==> src/rtl/hjbridge_pkg.sv <==
// Shared constants, status codes and FSM state encoding for the hjbridge host-to-register-bus bridge.
package hjbridge_pkg;

    localparam logic [7:0] CMD_RD    = 8'h52;
    localparam logic [7:0] CMD_WR    = 8'h57;

    localparam logic [7:0] ST_OK     = 8'h00;
    localparam logic [7:0] ST_ERR    = 8'h01;
    localparam logic [7:0] ST_TMO    = 8'h02;
    localparam logic [7:0] ST_BADCMD = 8'h03;

    localparam int unsigned CNT_W      = 3;
    localparam int unsigned DATA_BYTES = 4;
    localparam int unsigned RD_BYTES   = 4;

    typedef enum logic [2:0] {
        S_IDLE,
        S_ADDRL,
        S_ADDRH,
        S_DATA,
        S_REQ,
        S_WAIT,
        S_RESP
    } state_t;

endpackage

==> src/rtl/hjbridge.sv <==
// Host byte-stream to register-bus initiator: parses a CMD/ADDR/DATA frame, issues one bus
// transaction and returns a status byte plus read data.
module hjbridge
    import hjbridge_pkg::*;
#(
    parameter int unsigned TIMEOUT = 1024
) (
    input  logic        clk,
    input  logic        rst,
    input  logic [7:0]  rxdata,
    input  logic        rxvalid,
    output logic        rxready,
    output logic [7:0]  txdata,
    output logic        txvalid,
    input  logic        txready,
    output logic        regreq,
    output logic        regwr,
    output logic [11:0] regaddr,
    output logic [31:0] regwdata,
    input  logic        regack,
    input  logic        regerr,
    input  logic [31:0] regrdata
);

    localparam int unsigned TMO_W = $clog2(TIMEOUT + 1);
    localparam logic [CNT_W-1:0] DATA_LAST = CNT_W'(DATA_BYTES - 1);
    localparam logic [CNT_W-1:0] RD_LAST   = CNT_W'(RD_BYTES);
    localparam logic [TMO_W-1:0] TMO_LAST  = TMO_W'(TIMEOUT - 1);
    localparam logic [TMO_W-1:0] TMO_MAX   = TMO_W'(TIMEOUT);

    state_t            state, state_n;
    logic [CNT_W-1:0]  cnt, cnt_n;
    logic [31:0]       shreg, shreg_n;
    logic [TMO_W-1:0]  tmo, tmo_n;
    logic              rd_data, rd_data_n;
    logic              rxready_n, txvalid_n, regreq_n, regwr_n;
    logic [7:0]        txdata_n;
    logic [11:0]       regaddr_n;
    logic [31:0]       regwdata_n;
    logic              rx_fire, tx_fire;

    assign rx_fire = rxvalid && rxready;
    assign tx_fire = txvalid && txready;

    always_ff @(posedge clk) begin
        if (rst) begin
            state    <= S_IDLE;
            cnt      <= '0;
            shreg    <= '0;
            tmo      <= '0;
            rd_data  <= 1'b0;
            rxready  <= 1'b0;
            txvalid  <= 1'b0;
            txdata   <= '0;
            regreq   <= 1'b0;
            regwr    <= 1'b0;
            regaddr  <= '0;
            regwdata <= '0;
        end else begin
            state    <= state_n;
            cnt      <= cnt_n;
            shreg    <= shreg_n;
            tmo      <= tmo_n;
            rd_data  <= rd_data_n;
            rxready  <= rxready_n;
            txvalid  <= txvalid_n;
            txdata   <= txdata_n;
            regreq   <= regreq_n;
            regwr    <= regwr_n;
            regaddr  <= regaddr_n;
            regwdata <= regwdata_n;
        end
    end

    // Next-state and next-output logic; every registered output is computed one cycle ahead.
    always_comb begin
        state_n    = state;
        cnt_n      = cnt;
        shreg_n    = shreg;
        tmo_n      = tmo;
        rd_data_n  = rd_data;
        txvalid_n  = txvalid;
        txdata_n   = txdata;
        regwr_n    = regwr;
        regaddr_n  = regaddr;
        regwdata_n = regwdata;

        case (state)
            S_IDLE: begin
                if (rx_fire) begin
                    if (rxdata == CMD_RD || rxdata == CMD_WR) begin
                        regwr_n = (rxdata == CMD_WR);
                        state_n = S_ADDRL;
                    end else begin
                        txvalid_n = 1'b1;
                        txdata_n  = ST_BADCMD;
                        rd_data_n = 1'b0;
                        cnt_n     = '0;
                        state_n   = S_RESP;
                    end
                end
            end
            S_ADDRL: begin
                if (rx_fire) begin
                    regaddr_n[7:0] = rxdata;
                    state_n        = S_ADDRH;
                end
            end
            S_ADDRH: begin
                if (rx_fire) begin
                    regaddr_n[11:8] = rxdata[3:0];
                    cnt_n           = '0;
                    state_n         = regwr ? S_DATA : S_REQ;
                end
            end
            S_DATA: begin
                // Data arrives LSB first, so shift each byte in from the top.
                if (rx_fire) begin
                    shreg_n = {rxdata, shreg[31:8]};
                    cnt_n   = cnt + CNT_W'(1);
                    if (cnt == DATA_LAST) begin
                        regwdata_n = {rxdata, shreg[31:8]};
                        state_n    = S_REQ;
                    end
                end
            end
            S_REQ: begin
                tmo_n   = '0;
                state_n = S_WAIT;
            end
            S_WAIT: begin
                if (regack) begin
                    txvalid_n = 1'b1;
                    txdata_n  = regerr ? ST_ERR : ST_OK;
                    rd_data_n = !regwr && !regerr;
                    shreg_n   = regrdata;
                    cnt_n     = '0;
                    state_n   = S_RESP;
                end else if (tmo == TMO_LAST) begin
                    txvalid_n = 1'b1;
                    txdata_n  = ST_TMO;
                    rd_data_n = 1'b0;
                    cnt_n     = '0;
                    state_n   = S_RESP;
                end else if (tmo != TMO_MAX) begin
                    tmo_n = tmo + TMO_W'(1);
                end
            end
            S_RESP: begin
                if (tx_fire) begin
                    if (!rd_data || cnt == RD_LAST) begin
                        txvalid_n = 1'b0;
                        state_n   = S_IDLE;
                    end else begin
                        txdata_n = shreg[7:0];
                        shreg_n  = {8'h00, shreg[31:8]};
                        cnt_n    = cnt + CNT_W'(1);
                    end
                end
            end
            default: state_n = S_IDLE;
        endcase

        regreq_n  = (state_n == S_REQ);
        rxready_n = state_n inside {S_IDLE, S_ADDRL, S_ADDRH, S_DATA};
    end

endmodule

==> config.mk <==
export PLATFORM = sky130hd
export DESIGN_NAME = hjbridge
export DESIGN_NICKNAME = d
export VERILOG_FILES = /design/src/rtl/hjbridge_pkg.sv /design/src/rtl/hjbridge.sv
export SDC_FILE = /design/constraint.sdc
export NUM_CORES = 1
export LEC_CHECK = 0
export BUFFER_PORTS_ARGS = -buffer_cell sky130_fd_sc_hd__buf_2
export CORE_MARGIN = 2
export CORE_UTILIZATION = 56
export CTS_BUF_LIST = sky130_fd_sc_hd__clkbuf_2 sky130_fd_sc_hd__clkbuf_4 sky130_fd_sc_hd__clkbuf_8
export DETAILED_ROUTE_END_ITERATION = 10
export PLACE_DENSITY = 0.88
export SKIP_LAST_GASP = 1
export SYNTH_ARGS = -nofsm -noshare
export SYNTH_HDL_FRONTEND = slang
export SYNTH_SLANG_ARGS = --single-unit
==> constraint.sdc <==
create_clock -name clk -period 2.1 [get_ports clk]
set_input_delay 0.105 -clock clk [delete_from_list [all_inputs] [get_ports clk]]
set_output_delay 0.105 -clock clk [all_outputs]
set_load 0.02 [all_outputs]
## After elaboration in Yosys (flattened, before gate mapping)

Index checks and enable logic that the tools add are counted.
Widths: inputs -> output; s select.

| word-level totals | value |
|---|---|
| flip-flop bits (word level) | 106 |
| bits of input ports | 46 |

| cells by class | value |
|---|---|
| add/sub/neg operators | 2 |
| equal/unequal tests | 28 |
| mux-type cells | 50 |
| reduce and logical (&&, ||, !) cells | 26 |

Operator list:

| kind | count |
|---|---|
| $mux 32 | 4 |
| $pmux 32 s3 | 1 |
| $mux 3 | 19 |
| $mux 8 | 6 |
| $mux 11 | 3 |
| $pmux 8 s3 | 1 |
| $ne 2x2->1 const B | 11 |
| $pmux 11 s2 | 1 |
| $pmux 3 s7 | 1 |
| $eq 8x7->1 const B | 2 |
| $eq 3x2->1 const B | 5 |
| $eq 3x3->1 const B | 5 |
| $pmux 3 s5 | 1 |
| $reduce_and 6->1 | 2 |
| $add 11x1->11 const B | 1 |
| $eq 11x10->1 const B | 1 |
| $mux 1 | 11 |
| $ne 11x11->1 const B | 1 |
| $reduce_and 4->1 | 2 |
| $reduce_and 8->1 | 1 |
| $eq 3x1->1 const B | 2 |
| $logic_not 3->1 | 2 |
| $reduce_and 3->1 | 2 |
| $reduce_bool 3->1 | 2 |
| 12 further kinds | 19 |

## Logic depth before layout (Yosys ltp)

Gate-level depths: netlist (run 1).

| logic depth | value |
|---|---|
| depth in word-level cells | 7 |
| gate-level depth with buffers | 8 |

## Least setup slack after synthesis (run 1)

No wires, ideal clock.

| timing | value |
|---|---|
| path type | reg-to-reg |
| start | register tmo[1] |
| end | register cnt[0] |
| setup time | 121 ps |
| data arrival time | 1822 ps |
| required time | 1979 ps |
| slack | 157 ps |
| stages on the path, launching flop included | 8 |
| period minus slack after synthesis | 1943 ps |
| path through | dfxtp_1 ha_1 nand3_2 o41a_1 buf_6 a2bb2oi_4 nand3_4 mux2_4 |

| between the ends | value |
|---|---|
| cells in the longest elaborated chain, start to end | 3 |

Ends and longest elaborated chain:

| item | RTL line | RTL |
|---|---|---|
| start: declaration | hjbridge.sv:34 | `logic [TMO_W-1:0] tmo, tmo_n;` |
| start signal: assignment | hjbridge.sv:63 | `tmo <= tmo_n;` |
| $eq 11x10->1 | hjbridge.sv:139 | `end else if (tmo == TMO_LAST) begin` |
| $ne 3x3->1 (no source line) | - |  |
| $reduce_and 8->1 (no source line) | - |  |
| end signal: assignment | hjbridge.sv:61 | `cnt <= cnt_n;` |
| end: declaration | hjbridge.sv:32 | `logic [CNT_W-1:0] cnt, cnt_n;` |

Every way passes these cells.
A chain may end at the register's enable or synchronous reset.

## Final worst setup path (run 1)

| timing | value |
|---|---|
| start | register tmo[1] |
| end | register tmo[2] |

| between the ends | value |
|---|---|
| cells in the longest elaborated chain, start to end | 5 |
| elaborated cells on any way between the ends | 10 |

Ends and longest elaborated chain:

| item | RTL line | RTL |
|---|---|---|
| $add 11x1->11 | hjbridge.sv:146 | `tmo_n = tmo + TMO_W'(1);` |
| $mux 11 | hjbridge.sv:145 | `end else if (tmo != TMO_MAX) begin` |
| $mux 11 | hjbridge.sv:139 |  |
| $mux 11 | hjbridge.sv:132 | `if (regack) begin` |
| $pmux 11 s2 | hjbridge.sv:88 | `case (state)` |

Parallel ways exist; a longest one is shown, timed or not. The select of a mux whose other input is x is not followed.

==> metrics.md, run 1 <==
| Metric | Value |
|---|---|
| Total power density per cell area | `817 nW/um^2` |
| CTS tree | `done` |
| Worst setup SP type | `register` |
| Clk pwr share | `between 20% and 30%` |
| Worst clock skew | `0.0127 ns` |
| Postcts setup bufs | `0` |
| Top-area cell type share of the netlist area | `45.7%` |
| Maximum fanout encountered on the critical timing path | `10` |
| HPWL after detailed placement | `slightly below 8000 um` |
| Slew of the pin with the lowest slew margin | `about 0.56 ns` |
| Drt first-iter violations | `294` |
| Most frequent cells after synthesis | `nand2_1 (139), dfxtp_1 (106), nor2_1 (65)` |
| Average footprint of a synthesized cell | `8.27 um^2` |
| Setup TNS after final layout | `0 ns` |
| Ratio of final minimum period to clock period | `between 90% and 100%` |
| Area of the multi-input gates | `approximately 2300 um^2` |
| Post-layout min period | `1.99 ns` |
| Global routing usage summed across all routing layers | `approximately 27%` |
| Fraction of layout cells with a size suffix above 1 | `between 20% and 30%` |
| Number of enable flip-flop cells after synthesis | `0` |
| Non-Filler Cell Area, Final | `5660 um^2` |
| Switching Share | `between 30% and 40%` |
| Run status | `completed` |
| Seq. cell area | `2120 um^2` |
| Worst reg2reg path depth | `7` |
| CP required | `between 2 and 2.5 ns` |
| Reg power frac | `49.3%` |
| First-pass GRT wire length | `19,400 um` |
| Overflow after GRT | `0` |
| Min-Delay Startpoint | `rxdata[5]` |
| Via density | `about 5.6` |
| Setup repair after global routing missed its margin | `no` |
| Number of top-level design ports | `slightly above 100` |
| Hold-critical path depth | `3` |
| Buffers from clock root to sink, at most | `2` |
| CTS H-Tree Depth | `3` |
| Internal power | `between 3 and 4 mW` |
| Worst-case hold path end point | `regwdata[29]$_SDFFE_PP0P_` |
| Core Region | `around 8100 um^2` |
| Post-Syn Nets | `612` |
| Hold slack final | `0.0156 ns` |
| DRC | `0` |
| Post-Route Utilization | `around 70%` |
| Cell taking the most area after synthesis | `dfxtp_1` |
| Y dimension of the die | `around 95 um` |
| Maximum resistive drop on vdd | `0.613 mV` |
| TritonCTS Sinks | `approximately 110` |
| Capturing point of the worst reg2reg path | `tmo[2]$_SDFFE_PP0P_` |
| Initial Util | `57.1%` |
| Max cap viols | `0` |
| GP Congestion | `~0.91` |
| DR pass1 iterations | `5` |
| Post-detailed-placement cell area | `between 5000 and 6000 um^2` |
| Number of antenna violations at the first check in global routing | `0` |
| Warnings, synthesis | `0` |
| Max_slew headroom | `slightly above 60%` |
| Vias post-DR | `between 4,000 and 5,000` |
| Net count of the finished layout | `approximately 720` |
| Critical Path Sink Type | `register` |
| Post-synthesis sequential area ratio | `45.7%` |
| Share of flip-flops with an asynchronous set or reset | `0%` |
| Start-to-end type of the worst setup path | `register to register` |
| Fill cell instance count of the final layout | `625` |
| Total Routed Length | `approximately 12,000 um` |
| Part of the total power dissipated in combinational logic | `about 26%` |
| Ranking of synthesized cells by area | `dfxtp_1 (46%), nand2_1 (11%), nor2_1 (5.3%)` |
| Cell area after technology mapping | `~4600 um^2` |
| Number of antenna diodes | `0` |
| Endpoints failing hold | `0` |
| Number of instances in the synthesized netlist | `561` |
| Insertion delay of the later-clocked pin in the worst-skew pair | `0.38 ns` |
| Data arrival time of the critical path | `roughly 2.2 ns` |
| Area growth from synthesis to layout | `22.0%` |
| Leakage power total | `2.20 nW` |
| Final setup violation count | `0` |
| Number of placed instances with taps included | `~740` |
| Via count of the first global-routing pass | `roughly 4,200` |
| Row cnt | `33` |
| Pins over their slew limit | `0` |
| Startpoint of the worst register-to-register path | `tmo[1]$_SDFFE_PP0P_` |
| FF-to-FF setup slack | `0.11 ns` |
| Largest net degree at the start of global routing | `75` |
| Clock-pin slew reported for the worst setup and hold paths after clock tree synthesis | `roughly 0.11 ns` |
| # port buffers | `101` |
| Synth unique cells | `between 50 and 60` |
| Number of register bits inferred by synthesis | `between 100 and 150` |
| Width of the die | `about 95 um` |
| Full die area | `approximately 9000 um^2` |
| Clock root buffer | `clkbuf_8` |
| Max Clk Rate | `between 500 and 600 MHz` |
| Post-detailed-route wirelength per cell | `between 10 and 15 um` |
| Most used flip-flop cell after synthesis | `dfxtp_1` |
| Layout Cells excl Fill | `780` |
| Number of clock buffers inserted by TritonCTS | `9` |
| Antenna-violating nets left | `0` |
| Min-delay worst type | `primary input to register` |
| Most numerous cell in the Yosys netlist | `nand2_1` |
| Power spent charging and discharging nets | `around 1.5 mW` |
## repair_timing
action,CTS,global route
resized for setup,0,3
hold buffers,23,0
hold endpoints to repair,23,0
endpoints found under the setup margin,0,30
## sequential cells by signal (all words and copies together) (netlist names), 3 cells and up
name / count
cnt: 3
regaddr: 12
state: 3
shreg: 32
regwdata: 32
txdata: 8
tmo: 11
## worst max-delay path: stages, from the launching register on
cell and delay (ns):
dfxtp_1 0.41, ha_1 0.23, nand3_2 0.09, o41a_1 0.47, buf_4 0.19, o21ai_4 0.24
or3_2 0.18, a21oi_1 0.06
## final cells by class
class                   count  area share (%)
multi-input cells         405            41.1
flip-flops and latches    106            37.5
repair buffers            138            15.3
well taps                 105            2.32
clock buffers               9            2.19
clock inverters             6           0.928
inverters                  11           0.729
## cell families after synthesis
family	Yosys count	share of synthesized area, %
compound gates	117	18.0
fa+ha+maj	5	1.35
simple gates	251	23.5
flops	106	45.7
mux	26	5.82
buf+inv	50	4.45
xor+xnor	6	1.13
## metal layers
metal / vias up / routed length [um] / track usage (%)
li1: 2161 / - / -
met1: 2024 / 5170 / 36.1
met2: 158 / 5480 / 42.3
met3: 27 / 710 / 6.17
met4: 0 / 319 / 13.0
met5: - / 0 / 0
## how the worst max path moves through the flow
stage / from / endpoint / slack (ns)
after floorplan: tmo[1]$_SDFFE_PP0P_ / cnt[0]$_SDFFE_PP0P_ / 0.16
after global placement: tmo[1]$_SDFFE_PP0P_ / tmo[4]$_SDFFE_PP0P_ / 0.17
after detailed placement: tmo[1]$_SDFFE_PP0P_ / tmo[2]$_SDFFE_PP0P_ / 0.07
after CTS: tmo[1]$_SDFFE_PP0P_ / tmo[2]$_SDFFE_PP0P_ / 0.04
after global routing: state[0]$_SDFF_PP0_ / shreg[9]$_SDFFE_PP0P_ / 0.009
final: tmo[1]$_SDFFE_PP0P_ / tmo[2]$_SDFFE_PP0P_ / 0.11
## power groups by stage
stage	Clock [mW]	Sequential [mW]	Combinational, mW
after floorplan	0	2.32	0.844
after global placement	0	2.32	1.10
after detailed placement	0	2.32	1.13
after CTS	1.19	2.28	1.17
after global routing	1.28	2.30	1.29
final	1.16	2.28	1.18
## stage by stage
step	power, mW	setup WS (ns)
after detailed placement	3.45	0.0671
after global placement	3.42	0.172
after global routing	4.87	0.00876
after CTS	4.64	0.0399
after floorplan	3.16	0.157
final	4.63	0.108
## cell usage in the layout, fill, tap and decap left out, types with 3 or more instances in the layout
cell / count
a211oi_1: 8
a21oi_1: 41
a22oi_1: 9
a311oi_1: 25
a31oi_1: 4
and3b_1: 4
buf_2: 101
buf_4: 12
clkbuf_8: 9
dfxtp_1: 105
dlygate4sd3_1: 23
ha_1: 5
inv_1: 11
mux2i_1: 24
nand2_1: 139
nand3_1: 12
nor2_1: 65
nor3_1: 3
nor4_1: 4
o211ai_1: 3
o21ai_0: 9
or3_1: 3
xor2_1: 5
(Power assumes the default switching activity.)
==> run 2, diff against run 1 <==
--- a/config.mk
+++ b/config.mk
@@ -6,6 +6,7 @@
 export NUM_CORES = 1
 export LEC_CHECK = 0
 export BUFFER_PORTS_ARGS = -buffer_cell sky130_fd_sc_hd__buf_2
+export CORE_ASPECT_RATIO = 1.5
 export CORE_MARGIN = 2
 export CORE_UTILIZATION = 56
 export CTS_BUF_LIST = sky130_fd_sc_hd__clkbuf_2 sky130_fd_sc_hd__clkbuf_4 sky130_fd_sc_hd__clkbuf_8
==> run 2 against run 1 <==
Sequential share of layout area decreased by 0.22 points; largest power group unchanged; register-to-register slack improved by 0.02 ns; sequential power about the same; cell count rose by 0.13%; clock power is 14% higher; critical path depth unchanged; critical endpoint unchanged; combinational power barely moved; non-clock buffer count shrank 1; largest cell class unchanged; the run now ends with negative hold slack left; first-iteration DRC count rose by 5.1%; highest routed layer unchanged; clock skew grew 0.0011 ns; total power increased by 3.5%; flip-flop and latch count did not move.
==> metrics.md, run 2 (synthesis gave the netlist of run 1 again) <==
| Metric | Value |
|---|---|
| Run status | `finished with violations` |
| Failing checks | `negative hold slack` |
| Cells along the critical path | `ha_1, nand3_2, o41a_1, buf_4, o21ai_4, or3_2, a21oi_1` |
| DR pass1 iterations | `7` |
| Max cap viols | `0` |
| Setup slack after layout | `between 0.1 and 0.15 ns` |
| Post-detailed-route wirelength per cell | `between 15 and 20 um` |
| Ratio of final minimum period to clock period | `93.9%` |
| Data arrival time of the critical path | `about 2.2 ns` |
| Number of clock buffers inserted by TritonCTS | `9` |
| Clock-pin slew reported for the worst setup and hold paths after clock tree synthesis | `0.10 ns` |
| Post-Route Utilization | `between 70 and 80%` |
| Worst clock skew | `between 0.01 and 0.015 ns` |
| Via density | `5.82` |
| DRC | `0` |
| Worst setup SP type | `register` |
| Clk pwr share | `between 20% and 30%` |
| Maximum fanout encountered on the critical timing path | `10` |
| Power spent charging and discharging nets | `approximately 1.6 mW` |
| Row cnt | `40` |
| Worst path top cell family by delay | `compound AO/OA/AOI/OAI gates` |
| Max Clk Rate | `507 MHz` |
| Final setup violation count | `0` |
| Overflow after GRT | `0` |
| Worst slack after detailed placement | `0.0386 ns` |
| Width of the die | `78.3 um` |
| Pins over their slew limit | `0` |
| Buffers from clock root to sink, at most | `2` |
| Vias post-DR | `4,542` |
| Critical Path Sink Type | `register` |
| Leading cell types in the layout, fill and taps excluded | `nand2_1 (139), dfxtp_1 (105), buf_2 (101), nor2_1 (65), a21oi_1 (41)` |
| HPWL after detailed placement | `between 8000 and 9000 um` |
| Biggest cell delay along the critical path | `between 0.4 and 0.5 ns` |
| Initial Util | `58.0%` |
| Hold slack final | `-0.00235 ns` |
| Full die area | `roughly 9000 um^2` |
| Setup TNS after final layout | `0 ns` |
| Net count of the finished layout | `between 700 and 800` |
| Via count of the first global-routing pass | `between 4,000 and 5,000` |
| Number of antenna violations at the first check in global routing | `1` |
| Global routing usage summed across all routing layers | `between 20 and 30%` |
| Start-to-end type of the worst setup path | `register to register` |
| Slew of the pin with the lowest slew margin | `between 0.7 and 0.8 ns` |
| Most common cell after layout, fill and taps aside | `nand2_1` |
| First-pass GRT wire length | `a little under 20,000 um` |
| Total power after layout | `around 4.8 mW` |
| Max_slew headroom | `48.3%` |
| Antenna-violating nets left | `0` |
| Number of top-level design ports | `102` |
| Clock root buffer | `clkbuf_8` |
| CTS H-Tree Depth | `3` |
| Setup repair after global routing missed its margin | `yes` |
| Biggest registers after layout | `regwdata x32, shreg x32, regaddr x12` |
| Y dimension of the die | `roughly 120 um` |
| Fraction of layout cells with a size suffix above 1 | `21.9%` |
| Slowest cell on the critical path | `o41a_1` |
| Endpoints failing hold | `1` |
| Total Routed Length | `12,400 um` |
| Internal power | `3.24 mW` |
| Total buffers and inverters traversed by the critical path | `1` |
| Post-detailed-placement cell area | `~5200 um^2` |
| Drt first-iter violations | `between 300 and 400` |
| Reg power frac | `47.9%` |
| Maximum resistive drop on vdd | `0.578 mV` |
| Leakage power total | `2.22 nW` |
| Switching Share | `between 30% and 40%` |
| Min-delay worst type | `primary input to register` |
| Total power density per cell area | `841 nW/um^2` |
| Largest net degree at the start of global routing | `72` |
| Part of the total power dissipated in combinational logic | `24.5%` |
| # port buffers | `101` |
| Core Region | `8010 um^2` |
| TritonCTS Sinks | `approximately 110` |
| Insertion delay of the later-clocked pin in the worst-skew pair | `between 0.3 and 0.4 ns` |
| GP Congestion | `0.898` |
| Post-layout min period | `between 1.5 and 2 ns` |
| Non-Filler Cell Area, Final | `approximately 5700 um^2` |
| CTS tree | `done` |
| CP required | `about 2.4 ns` |
| Area growth from synthesis to layout | `22.7%` |
-- run 2: through the flow --
stage | cells | hold slack, ns
after floorplan | 561 | 0.241
after global placement | 741 | 0.349
after detailed placement | 741 | 0.357
after CTS | 780 | 0.00223
after global routing | 781 | 0.0121
final | 781 | -0.00235
-- run 2: worst paths after layout --
check	start	to	slack [ns]	cells past startpoint
min	rxdata[1]	regwdata[25]$_SDFFE_PP0P_	-0.002	3
max reg2reg	tmo[1]$_SDFFE_PP0P_	tmo[2]$_SDFFE_PP0P_	0.13	7
min reg2reg	regwdata[4]$_SDFFE_PP0P_	regwdata[4]$_SDFFE_PP0P_	0.46	2
max	tmo[1]$_SDFFE_PP0P_	tmo[2]$_SDFFE_PP0P_	0.13	7
-- run 2: final cells by class --
| cell class | count | area [um^2] |
|---|---|---|
| well taps | 105 | 131 |
| clock buffers | 10 | 138 |
| diodes | 1 | 2.50 |
| clock inverters | 6 | 71.3 |
| flip-flops and latches | 106 | 2120 |
| multi-input cells | 405 | 2330 |
| inverters | 11 | 41.3 |
| fillers | 631 | 2310 |
| repair buffers | 137 | 858 |
-- run 2: what timing repair did --
item	CTS	global route
hold buffers	23	0
hold endpoints to repair	23	0
gates resized for setup	0	4
setup endpoints to repair	0	39
buffers inserted	0	0
-- run 2: worst min-delay path, cell delays in order --
cell and delay (ns):
buf_2 0.13, nand2_1 0.06, a21oi_1 0.05
-- run 2: metal layers --
| layer | share of wire, % | vias up | track usage [%] | wire length [um] |
|---|---|---|---|---|
| met5 | 0 | - | 0 | 0 |
| met1 | 37 | 2115 | 28.7 | 4640 |
| met4 | 5.2 | 0 | 17.9 | 647 |
| li1 | - | 2160 | - | - |
| met2 | 52 | 208 | 51.3 | 6450 |
| met3 | 5.6 | 59 | 4.36 | 696 |
-- run 2: power groups by stage --
stage          Combinational (mW)  Sequential (mW)  Clock [mW]
6_report                     1.17             2.29        1.32
5_1_grt                      1.28             2.31        1.41
2_1_floorplan               0.844             2.32           0
3_5_place_dp                 1.12             2.33           0
4_1_cts                      1.16             2.29        1.33
3_3_place_gp                 1.09             2.32           0
